File: config.mk
export PLATFORM = sky130hd
export DESIGN_NAME = phoenix_input_buffer_flat
export DESIGN_NICKNAME = d
export VERILOG_FILES = /design/src/rtl/phoenix_input_buffer_if.sv /design/src/rtl/phoenix_input_buffer.sv /design/src/flat_wrapper.sv
export SDC_FILE = /design/constraint.sdc
export NUM_CORES = 1
export LEC_CHECK = 0
export CAP_MARGIN = 20
export CORE_MARGIN = 2
export CORE_UTILIZATION = 25
export CTS_BUF_LIST = sky130_fd_sc_hd__clkbuf_4
export CTS_CLUSTER_DIAMETER = 200
export DETAILED_ROUTE_END_ITERATION = 12
export PLACE_DENSITY = 0.36
export REMOVE_ABC_BUFFERS = 1
export SLEW_MARGIN = 25
export SYNTH_ARGS = -nofsm -noshare
export SYNTH_HDL_FRONTEND = slang
export SYNTH_SLANG_ARGS = --single-unit
File: constraint.sdc
create_clock -name i_clock -period 3.69 [get_ports i_clock]
set_input_delay 0.738 -clock i_clock [delete_from_list [all_inputs] [get_ports i_clock]]
set_output_delay 0.738 -clock i_clock [all_outputs]
set_load 0.05 [all_outputs]
File: src/rtl/phoenix_input_buffer_if.sv
// Link bundle of a Phoenix router input port: credit-based upstream side,
// switch-control request/grant, and the data_av/data_ack crossbar side.
// master = the input buffer, slave = its environment (neighbour, arbiter, crossbar).
interface phoenix_input_buffer_if #(
  parameter int unsigned TAM_FLIT = 16
) ();
  logic                rx;
  logic [TAM_FLIT-1:0] data_in;
  logic                credit_o;
  logic                h;
  logic                ack_h;
  logic                data_av;
  logic [TAM_FLIT-1:0] data;
  logic                data_ack;
  logic                sender;

  modport master (
    input  rx, data_in, ack_h, data_ack,
    output credit_o, h, data_av, data, sender
  );

  modport slave (
    output rx, data_in, ack_h, data_ack,
    input  credit_o, h, data_av, data, sender
  );
endinterface

File: src/rtl/phoenix_input_buffer.sv
// Phoenix NoC router input buffer: circular flit FIFO fed over a credit link,
// plus the per-packet FSM that requests the switch and drains header, size and
// payload flits toward the crossbar.
module phoenix_input_buffer #(
  parameter int unsigned TAM_FLIT     = 16,
  parameter int unsigned BUFFER_DEPTH = 16
) (
  input logic                  i_clock,
  input logic                  i_reset_n,
  phoenix_input_buffer_if.master bus
);

  localparam int unsigned PtrW = $clog2(BUFFER_DEPTH);
  localparam int unsigned CntW = PtrW + 1;
  localparam logic [CntW-1:0] CountFull = CntW'(BUFFER_DEPTH);

  typedef enum logic [2:0] {StIdle, StReq, StHdr, StSize, StPay} state_e;

  logic [TAM_FLIT-1:0] mem [BUFFER_DEPTH];
  logic [PtrW-1:0]     rd_ptr_q, wr_ptr_q;
  logic [CntW-1:0]     count_q;
  state_e              state_q, state_d;
  logic [TAM_FLIT-1:0] flit_cnt_q, flit_cnt_d;

  logic                credit;
  logic                empty;
  logic                push;
  logic                pop;
  logic                data_av;
  logic                in_packet;
  logic [TAM_FLIT-1:0] head;

  assign empty     = (count_q == '0);
  assign credit    = (count_q != CountFull);
  assign push      = bus.rx & credit;
  assign in_packet = (state_q == StHdr) || (state_q == StSize) || (state_q == StPay);
  // A starved packet simply stalls here: data_av drops, the FSM waits in place.
  assign data_av   = in_packet & ~empty;
  assign pop       = data_av & bus.data_ack;
  assign head      = mem[rd_ptr_q];

  assign bus.credit_o = credit;
  assign bus.h        = (state_q == StReq);
  assign bus.sender   = in_packet;
  assign bus.data_av  = data_av;
  assign bus.data     = empty ? '0 : head;

  // Flit storage; contents are don't-care until written, so no reset.
  always_ff @(posedge i_clock) begin
    if (push) begin
      mem[wr_ptr_q] <= bus.data_in;
    end
  end

  // FIFO pointers and occupancy; simultaneous push/pop leaves count unchanged.
  always_ff @(posedge i_clock or negedge i_reset_n) begin
    if (!i_reset_n) begin
      rd_ptr_q <= '0;
      wr_ptr_q <= '0;
      count_q  <= '0;
    end else begin
      if (push) begin
        wr_ptr_q <= wr_ptr_q + PtrW'(1);
      end
      if (pop) begin
        rd_ptr_q <= rd_ptr_q + PtrW'(1);
      end
      if (push && !pop) begin
        count_q <= count_q + CntW'(1);
      end else if (pop && !push) begin
        count_q <= count_q - CntW'(1);
      end
    end
  end

  // Packet FSM state and remaining-payload counter.
  always_ff @(posedge i_clock or negedge i_reset_n) begin
    if (!i_reset_n) begin
      state_q    <= StIdle;
      flit_cnt_q <= '0;
    end else begin
      state_q    <= state_d;
      flit_cnt_q <= flit_cnt_d;
    end
  end

  // Next-state: request, then header, size (loads payload count), payload.
  always_comb begin
    state_d    = state_q;
    flit_cnt_d = flit_cnt_q;
    unique case (state_q)
      StIdle: begin
        if (!empty) begin
          state_d = StReq;
        end
      end
      StReq: begin
        if (bus.ack_h) begin
          state_d = StHdr;
        end
      end
      StHdr: begin
        if (pop) begin
          state_d = StSize;
        end
      end
      StSize: begin
        if (pop) begin
          flit_cnt_d = head;
          state_d    = (head == '0) ? StIdle : StPay;
        end
      end
      StPay: begin
        if (pop) begin
          flit_cnt_d = flit_cnt_q - TAM_FLIT'(1);
          if (flit_cnt_q == TAM_FLIT'(1)) begin
            state_d = StIdle;
          end
        end
      end
      default: state_d = StIdle;
    endcase
  end

endmodule

File: src/flat_wrapper.sv
// flat-port wrapper written by rule: the top's interface ports become plain ports
module phoenix_input_buffer_flat 
#(
  parameter int unsigned TAM_FLIT     = 16,
  parameter int unsigned BUFFER_DEPTH = 16
)
  (i_clock, i_reset_n, bus_rx, bus_data_in, bus_ack_h, bus_data_ack, bus_credit_o, bus_h, bus_data_av, bus_data, bus_sender);
  phoenix_input_buffer_if #(.TAM_FLIT(TAM_FLIT)) bus_i ();
  input logic i_clock;
  input logic i_reset_n;
  input wire logic [$bits(bus_i.rx)-1:0] bus_rx;
  input wire logic [$bits(bus_i.data_in)-1:0] bus_data_in;
  input wire logic [$bits(bus_i.ack_h)-1:0] bus_ack_h;
  input wire logic [$bits(bus_i.data_ack)-1:0] bus_data_ack;
  output wire logic [$bits(bus_i.credit_o)-1:0] bus_credit_o;
  output wire logic [$bits(bus_i.h)-1:0] bus_h;
  output wire logic [$bits(bus_i.data_av)-1:0] bus_data_av;
  output wire logic [$bits(bus_i.data)-1:0] bus_data;
  output wire logic [$bits(bus_i.sender)-1:0] bus_sender;
  assign bus_i.rx = bus_rx;
  assign bus_i.data_in = bus_data_in;
  assign bus_i.ack_h = bus_ack_h;
  assign bus_i.data_ack = bus_data_ack;
  assign bus_credit_o = bus_i.credit_o;
  assign bus_h = bus_i.h;
  assign bus_data_av = bus_i.data_av;
  assign bus_data = bus_i.data;
  assign bus_sender = bus_i.sender;
  phoenix_input_buffer #(.TAM_FLIT(TAM_FLIT), .BUFFER_DEPTH(BUFFER_DEPTH)) u_core (.i_clock(i_clock), .i_reset_n(i_reset_n), .bus(bus_i));
endmodule
[Word level (Yosys, flattened, before mapping)]
Memories as Yosys holds them, arrays and structs flattened.
Cells that the tools add are included.
Cells by class
  equality and inequality tests: 12
  mux-type cells: 16
  bitwise operators: 4
  reduce and logical (&&, ||, !) cells: 13
  add/sub/neg operators: 5
Operators by type and width (count)
  16-bit two-way mux: 3
  16-bit case mux with 2 select lines: 1
  3-bit two-way mux: 7
  16-bit by 1-bit equality test with 1-bit output, second input constant: 1
  16-bit logical NOT: 1
  16-bit by 1-bit subtractor with 16-bit output, second input constant: 1
  3-bit case mux with 5 select lines: 1
  5-bit two-way mux: 2
  4-bit by 1-bit adder with 4-bit output, second input constant: 2
  3-bit by 2-bit equality test with 1-bit output, second input constant: 2
  2-bit by 1-bit != test with 1-bit output, second input constant: 3
  2-bit != test, second input constant: 3
  6-bit AND reduction: 1
  5-bit by 1-bit adder with 5-bit output, second input constant: 1
  5-bit logical NOT: 1
  5-bit != test, second input constant: 1
  5-bit by 1-bit subtractor with 5-bit output, second input constant: 1
  2-bit nonzero test: 2
  1-bit bitwise AND: 3
  3-bit by 1-bit equality test with 1-bit output, second input constant: 1
  3-bit equality test, second input constant: 1
  3-bit logical NOT: 1
  3-bit AND reduction: 1
  1-bit logical AND: 2
  4 further kinds: 7
Storage, ports and cells
  memories kept: 1
  bits of input ports: 21
  bits in writable memories: 256
  word-level logic and storage cells: 56
  bits in registers: 32
Memory list
  u_core.mem: depth 16, bits a word 16, rd ports 1, clocked after Yosys merged registers in 0, wr ports 1, line phoenix_input_buffer.sv:19  | logic [TAM_FLIT-1:0] mem [BUFFER_DEPTH];

[Logic depth before layout (Yosys ltp)]
  depth in word-level cells: 8
  mapped depth: 13
  gate-level depth less buffers: 13

[Worst setup path before layout]
OpenSTA, ideal clock, no wires.
  path kind: register -> register
  start point: register u_core.count_q[0]
  end point: memory u_core.mem[3][0], enable pin
  library setup time: 0.409 ns
  path buffers: 1
  setup slack: 0.657 ns
  data required time: 3.281 ns
  period minus slack after synthesis: 3.033 ns
  cell stages (with the launch flop): 7
  arrival: 2.624 ns
  cells stage by stage: dfrtp_1 nor4_1 nand2_1 and2_1 clkbuf_1 nand2_1 nor3_1
Between the ends
  longest elaborated chain between the ends: 4
Ends and longest elaborated chain
  from (decl): line phoenix_input_buffer.sv:21  | logic [CntW-1:0] count_q;
  from (signal assigned): line phoenix_input_buffer.sv:69  | count_q <= count_q + CntW'(1);
  from (signal assigned): line phoenix_input_buffer.sv:71  | count_q <= count_q - CntW'(1);
  5-bit != test: line phoenix_input_buffer.sv:34  | assign credit = (count_q != CountFull);
  net bus_credit_o: line flat_wrapper.sv:15  | output wire logic [$bits(bus_i.credit_o)-1:0] bus_credit_o;
  1-bit bitwise AND: line phoenix_input_buffer.sv:35  | assign push = bus.rx & credit;
  net u_core.push: line phoenix_input_buffer.sv:27  | logic push;
  1-bit two-way mux: line phoenix_input_buffer.sv:50  | if (push) begin
  1-bit two-way mux (not written as such): line phoenix_input_buffer.sv:51  | mem[wr_ptr_q] <= bus.data_in;
  to (decl): line phoenix_input_buffer.sv:19
The timed path passes the listed nets, and every way through them passes these cells.

[Worst setup path in the final report]
  start point: register u_core.rd_ptr_q[0]
  end point: output bus_data[5]
Between the ends
  longest elaborated chain between the ends: 2
Ends and longest elaborated chain
  from (decl): line phoenix_input_buffer.sv:20  | logic [PtrW-1:0] rd_ptr_q, wr_ptr_q;
  from (signal assigned): line phoenix_input_buffer.sv:66  | rd_ptr_q <= rd_ptr_q + PtrW'(1);
  memory read 16 x 16 bit
  16-bit two-way mux: line phoenix_input_buffer.sv:46  | assign bus.data = empty ? '0 : head;
  to (decl): line flat_wrapper.sv:18  | output wire logic [$bits(bus_i.data)-1:0] bus_data;
Every way passes these cells.

==> reports/summary.md <==
The run gives 72.5% as the sequential cell area fraction in the yosys report. The worst-case IR drop observed on VDD is 0.690 mV. The internal portion of the total power is 0.00751 W. TritonCTS built the clock tree. For the pin with the worst max-slew slack, the measured transition is 0.808 ns.

At the end of routability-driven placement, the weighted congestion stood at 0.741. Once detailed placement completed, the half-perimeter wirelength came to 20.3 mm. The flow ran to the end, and the final reports show no timing, DRC or antenna violations. The tools report the setup violation total in the final timing report as 0. On the final layout, the worst clock skew is 0.0433 ns. Synthesis produced 653 cells. The routed wirelength normalized by instance count came out at 22.0 um.

For the finished layout, the period the worst path requires is 3.58 ns. For this block, the via count after detailed routing is 6,692. Global routing used 13.7% of the available tracks. Entering global routing, the biggest net connects 41 pins. In this run, synthesis produced a sequential element count of 288.

In this run the worst setup path begins at u_core.rd_ptr_q[0]. Headroom to the max-slew limit came out at 46.2%. Hold timing on the final database bottoms out at a slack of 0.0752 ns. The number of hold-slack violations in the final timing report was 0; the post-route clock period utilization was 97.1%. Measured along the x axis, the die boundary spans 220 um.

The design draws 0.0122 W. For this block, the initial DRC count from the detailed router was 437. Once placement completed, the tool counted placed cells totaling 1,317.

For this run, asynchronously set or reset flops after synthesis account for 11.1%. The post-CTS clock slew at the launch and capture registers of the worst setup and hold paths came out at 0.06 ns. The floorplan step defined a die boundary enclosing 48,600 um2.

For the worst-skew pair, the clock arrives at the later sink with an insertion delay of 0.75 ns. The root buffer cell chosen for the clock tree is sky130_fd_sc_hd__clkbuf_4. The final cell utilization of the core was 30.8%; the post-synthesis instance area was 11,700 um2. Y dimension of the die: 220 um. At the end of the flow, the number of nets in the layout was 826. The Yosys step of the flow raised 0 warnings.

For the data required time of the critical path, the log shows 2.95 ns. The worst setup path is captured at an output pin. The multi-input combinational cells in the finished layout cover a total of 3120 um2.

For the number of clock buffers inserted by TritonCTS, the log shows 81. In the post-synthesis netlist, the biggest area contributors are sky130_fd_sc_hd__edfxtp_1, sky130_fd_sc_hd__mux4_2, sky130_fd_sc_hd__dfrtp_1. The area occupied by registers is 8500 um2. During placement, the flow inserted port buffers numbering 40.

Final cell count without fillers: 1,463. The share of the synthesized area in the top cell type works out to 65.7%. The net switching fraction of the power is 38.6%, and the area growth from synthesis to layout is 21.9%. The path type of the worst min-delay path was in2async. Data arrives at the worst endpoint at 2.85 ns. For the number of setup buffers added after CTS, the log shows 0. The maximum achievable frequency is 0.279 GHz, and the least setup slack across all paths after layout is 0.107 ns. Most instantiated flip-flop cell in the synthesis netlist: sky130_fd_sc_hd__edfxtp_1.

The number of enable flip-flop cells after synthesis was 256; the remaining design rule violation count was 0. The remaining antenna violation count is 0. The biggest area contributor in the post-synthesis netlist is sky130_fd_sc_hd__edfxtp_1. The first global-routing pass estimated 47.0 mm of wire. Initial antenna violation count: 1. Setup repair after global routing could not meet its margin everywhere. The remaining global-route overflow was 0; the per-cell via count in the routed design was 4.57. The share of post-route cells with drive strength above 1 is 35.2%. Number of global-route vias before repair: 7,057.

The logs give 79 for the number of cell rows and 32.2 mm for the total detailed-routing wirelength. STA classifies the critical path startpoint as a flop. The layout has 4,545 filler cells.

The critical path is of the reg2out type. The initial core utilization is 25.3%, and the number of sinks on the clock net is 288. The logs give 0 for the total count of max-transition violations in the final report and 0.00473 W for the switching component of the power.

Of the total power, the clock network draws 23.3%. The most frequent cell after synthesis is sky130_fd_sc_hd__edfxtp_1. The share of power burned in combinational logic was 40.9%; the portion of total power attributed to sequential cells was 35.7%. Along the worst path, the maximum fanout reaches 27.

The number of library cell types mapped by synthesis was 43. For the reported max-cap violation count, the log shows 0. In this run the static leakage power is 4.80 nW. 41 I/O pins were placed. The maximum clock insertion buffer count came out at 3.

The first-pass detailed-route iteration total was 5; the post-place setup slack was 0.396 ns. Power density normalized to cell area: 858 nW/um2. The H-tree was split into 3 levels. Start of the worst register-to-register path: u_core.count_q[1].

After synthesis, the most frequently instantiated cells are sky130_fd_sc_hd__edfxtp_1, sky130_fd_sc_hd__mux4_2, sky130_fd_sc_hd__nor2_1, sky130_fd_sc_hd__nand2_1, sky130_fd_sc_hd__a21oi_1. The tools report the floorplan core area as 46,400 um2. In this run the mean area of a mapped cell was 17.9 um2.
==> through the flow <==
stage | setup TNS (ns) | instance area [um2]
CTS | -0.0298 | 14200
detailed placement | 0 | 13200
global placement | 0 | 13200
global route | -0.0583 | 14300
finish | 0 | 14300
floorplan | -21.39 | 11500
==> layout by cell type (no fill, tap or decap), types with 7 or more instances in the layout <==
| master | synthesis | final |
|---|---|---|
| sky130_fd_sc_hd__edfxtp_1 | 256 | 256 |
| sky130_fd_sc_hd__buf_4 | 1 | 56 |
| sky130_fd_sc_hd__clkinv_1 | 0 | 12 |
| sky130_fd_sc_hd__o21ai_0 | 11 | 11 |
| sky130_fd_sc_hd__a22oi_2 | 5 | 9 |
| sky130_fd_sc_hd__nor2_1 | 44 | 29 |
| sky130_fd_sc_hd__ha_1 | 11 | 11 |
| sky130_fd_sc_hd__dfrtp_1 | 32 | 30 |
| sky130_fd_sc_hd__xnor2_1 | 9 | 9 |
| sky130_fd_sc_hd__clkdlybuf4s50_1 | 0 | 23 |
| sky130_fd_sc_hd__a22o_1 | 7 | 7 |
| sky130_fd_sc_hd__nor2_2 | 0 | 15 |
| sky130_fd_sc_hd__inv_1 | 8 | 8 |
| sky130_fd_sc_hd__nand2_1 | 36 | 34 |
| sky130_fd_sc_hd__a22oi_1 | 22 | 18 |
| sky130_fd_sc_hd__mux4_2 | 64 | 64 |
| sky130_fd_sc_hd__o21ai_1 | 11 | 11 |
| sky130_fd_sc_hd__a21oi_1 | 35 | 35 |
| sky130_fd_sc_hd__clkbuf_4 | 0 | 127 |
==> layer usage <==
metal  up-vias  GRT usage, %  share of wire [%]
li1       2967             -                  -
met1      3473          17.7                 44
met2       203          22.5                 49
met3        49          3.08                5.2
met4         0          5.23                2.1
met5         -             0                  0
==> flip-flops by register name, summed over array words and instances, names as in the netlist <==
register           cells
u_core.state_q         3
u_core.rd_ptr_q        4
u_core.count_q         5
u_core.mem           256
u_core.wr_ptr_q        4
u_core.flit_cnt_q     16
==> power by group through the flow <==
| stage | combinational (W) | sequential [W] | clock, W |
|---|---|---|---|
| finish | 0.00501 | 0.00438 | 0.00286 |
| CTS | 0.00509 | 0.00438 | 0.00299 |
| floorplan | 0.00295 | 0.00452 | 0 |
| global route | 0.00540 | 0.00444 | 0.00318 |
| detailed placement | 0.00504 | 0.00443 | 0 |
| global placement | 0.00498 | 0.00440 | 0 |
==> what timing repair did <==
| item | in CTS | in global routing |
|---|---|---|
| pin swaps | 0 | 1 |
| endpoints found under the setup margin | 8 | 5 |
| resized for setup | 8 | 5 |
| hold buffers | 0 | 0 |
==> kinds of logic (layout without fill, tap and decap cells) <==
logic type | after synthesis | count (layout) | synth area share [%]
flip-flops | 288 | 288 | 72.5
AND/OR/NAND/NOR | 131 | 131 | 5.30
AO/OA/AOI/OAI | 105 | 105 | 5.79
multiplexers | 66 | 66 | 12.5
buffers and inverters | 40 | 242 | 1.72
adder cells (fa/ha/maj) | 12 | 12 | 1.35
XOR/XNOR | 11 | 11 | 0.823
other | 0 | 1 | 0
==> path summary, 6_finish.rpt <==
| path | to | slack [ns] | cells past startpoint |
|---|---|---|---|
| setup / recovery | bus_data[5] | 0.11 | 6 |
| hold / removal | u_core.flit_cnt_q[10] | 0.08 | 1 |
| setup reg to reg | u_core.count_q[4] | 0.70 | 13 |
| hold reg to reg | u_core.flit_cnt_q[10] | 0.52 | 1 |
| max in group asynchronous | u_core.rd_ptr_q[0] | 2.99 | 1 |
| min in group i_clock | u_core.flit_cnt_q[10] | 0.52 | 1 |
==> critical path: stages (launching register included) <==
cell	delay (ns)
sky130_fd_sc_hd__dfrtp_4	0.47
sky130_fd_sc_hd__buf_16	0.24
sky130_fd_sc_hd__mux4_2	0.55
sky130_fd_sc_hd__a22oi_2	0.28
sky130_fd_sc_hd__nand2_2	0.18
sky130_fd_sc_hd__and2_1	0.19
sky130_fd_sc_hd__buf_4	0.18
==> cell type report <==
class	count	area share [%]
clock inverters	18	0.508
multi-input cells	325	21.8
diodes	1	0.0175
clock buffers	127	6.68
flip-flops and latches	288	59.5
well taps	607	5.32
inverters	8	0.210
repair buffers	89	5.90
Power figures use the tool's default switching activity.
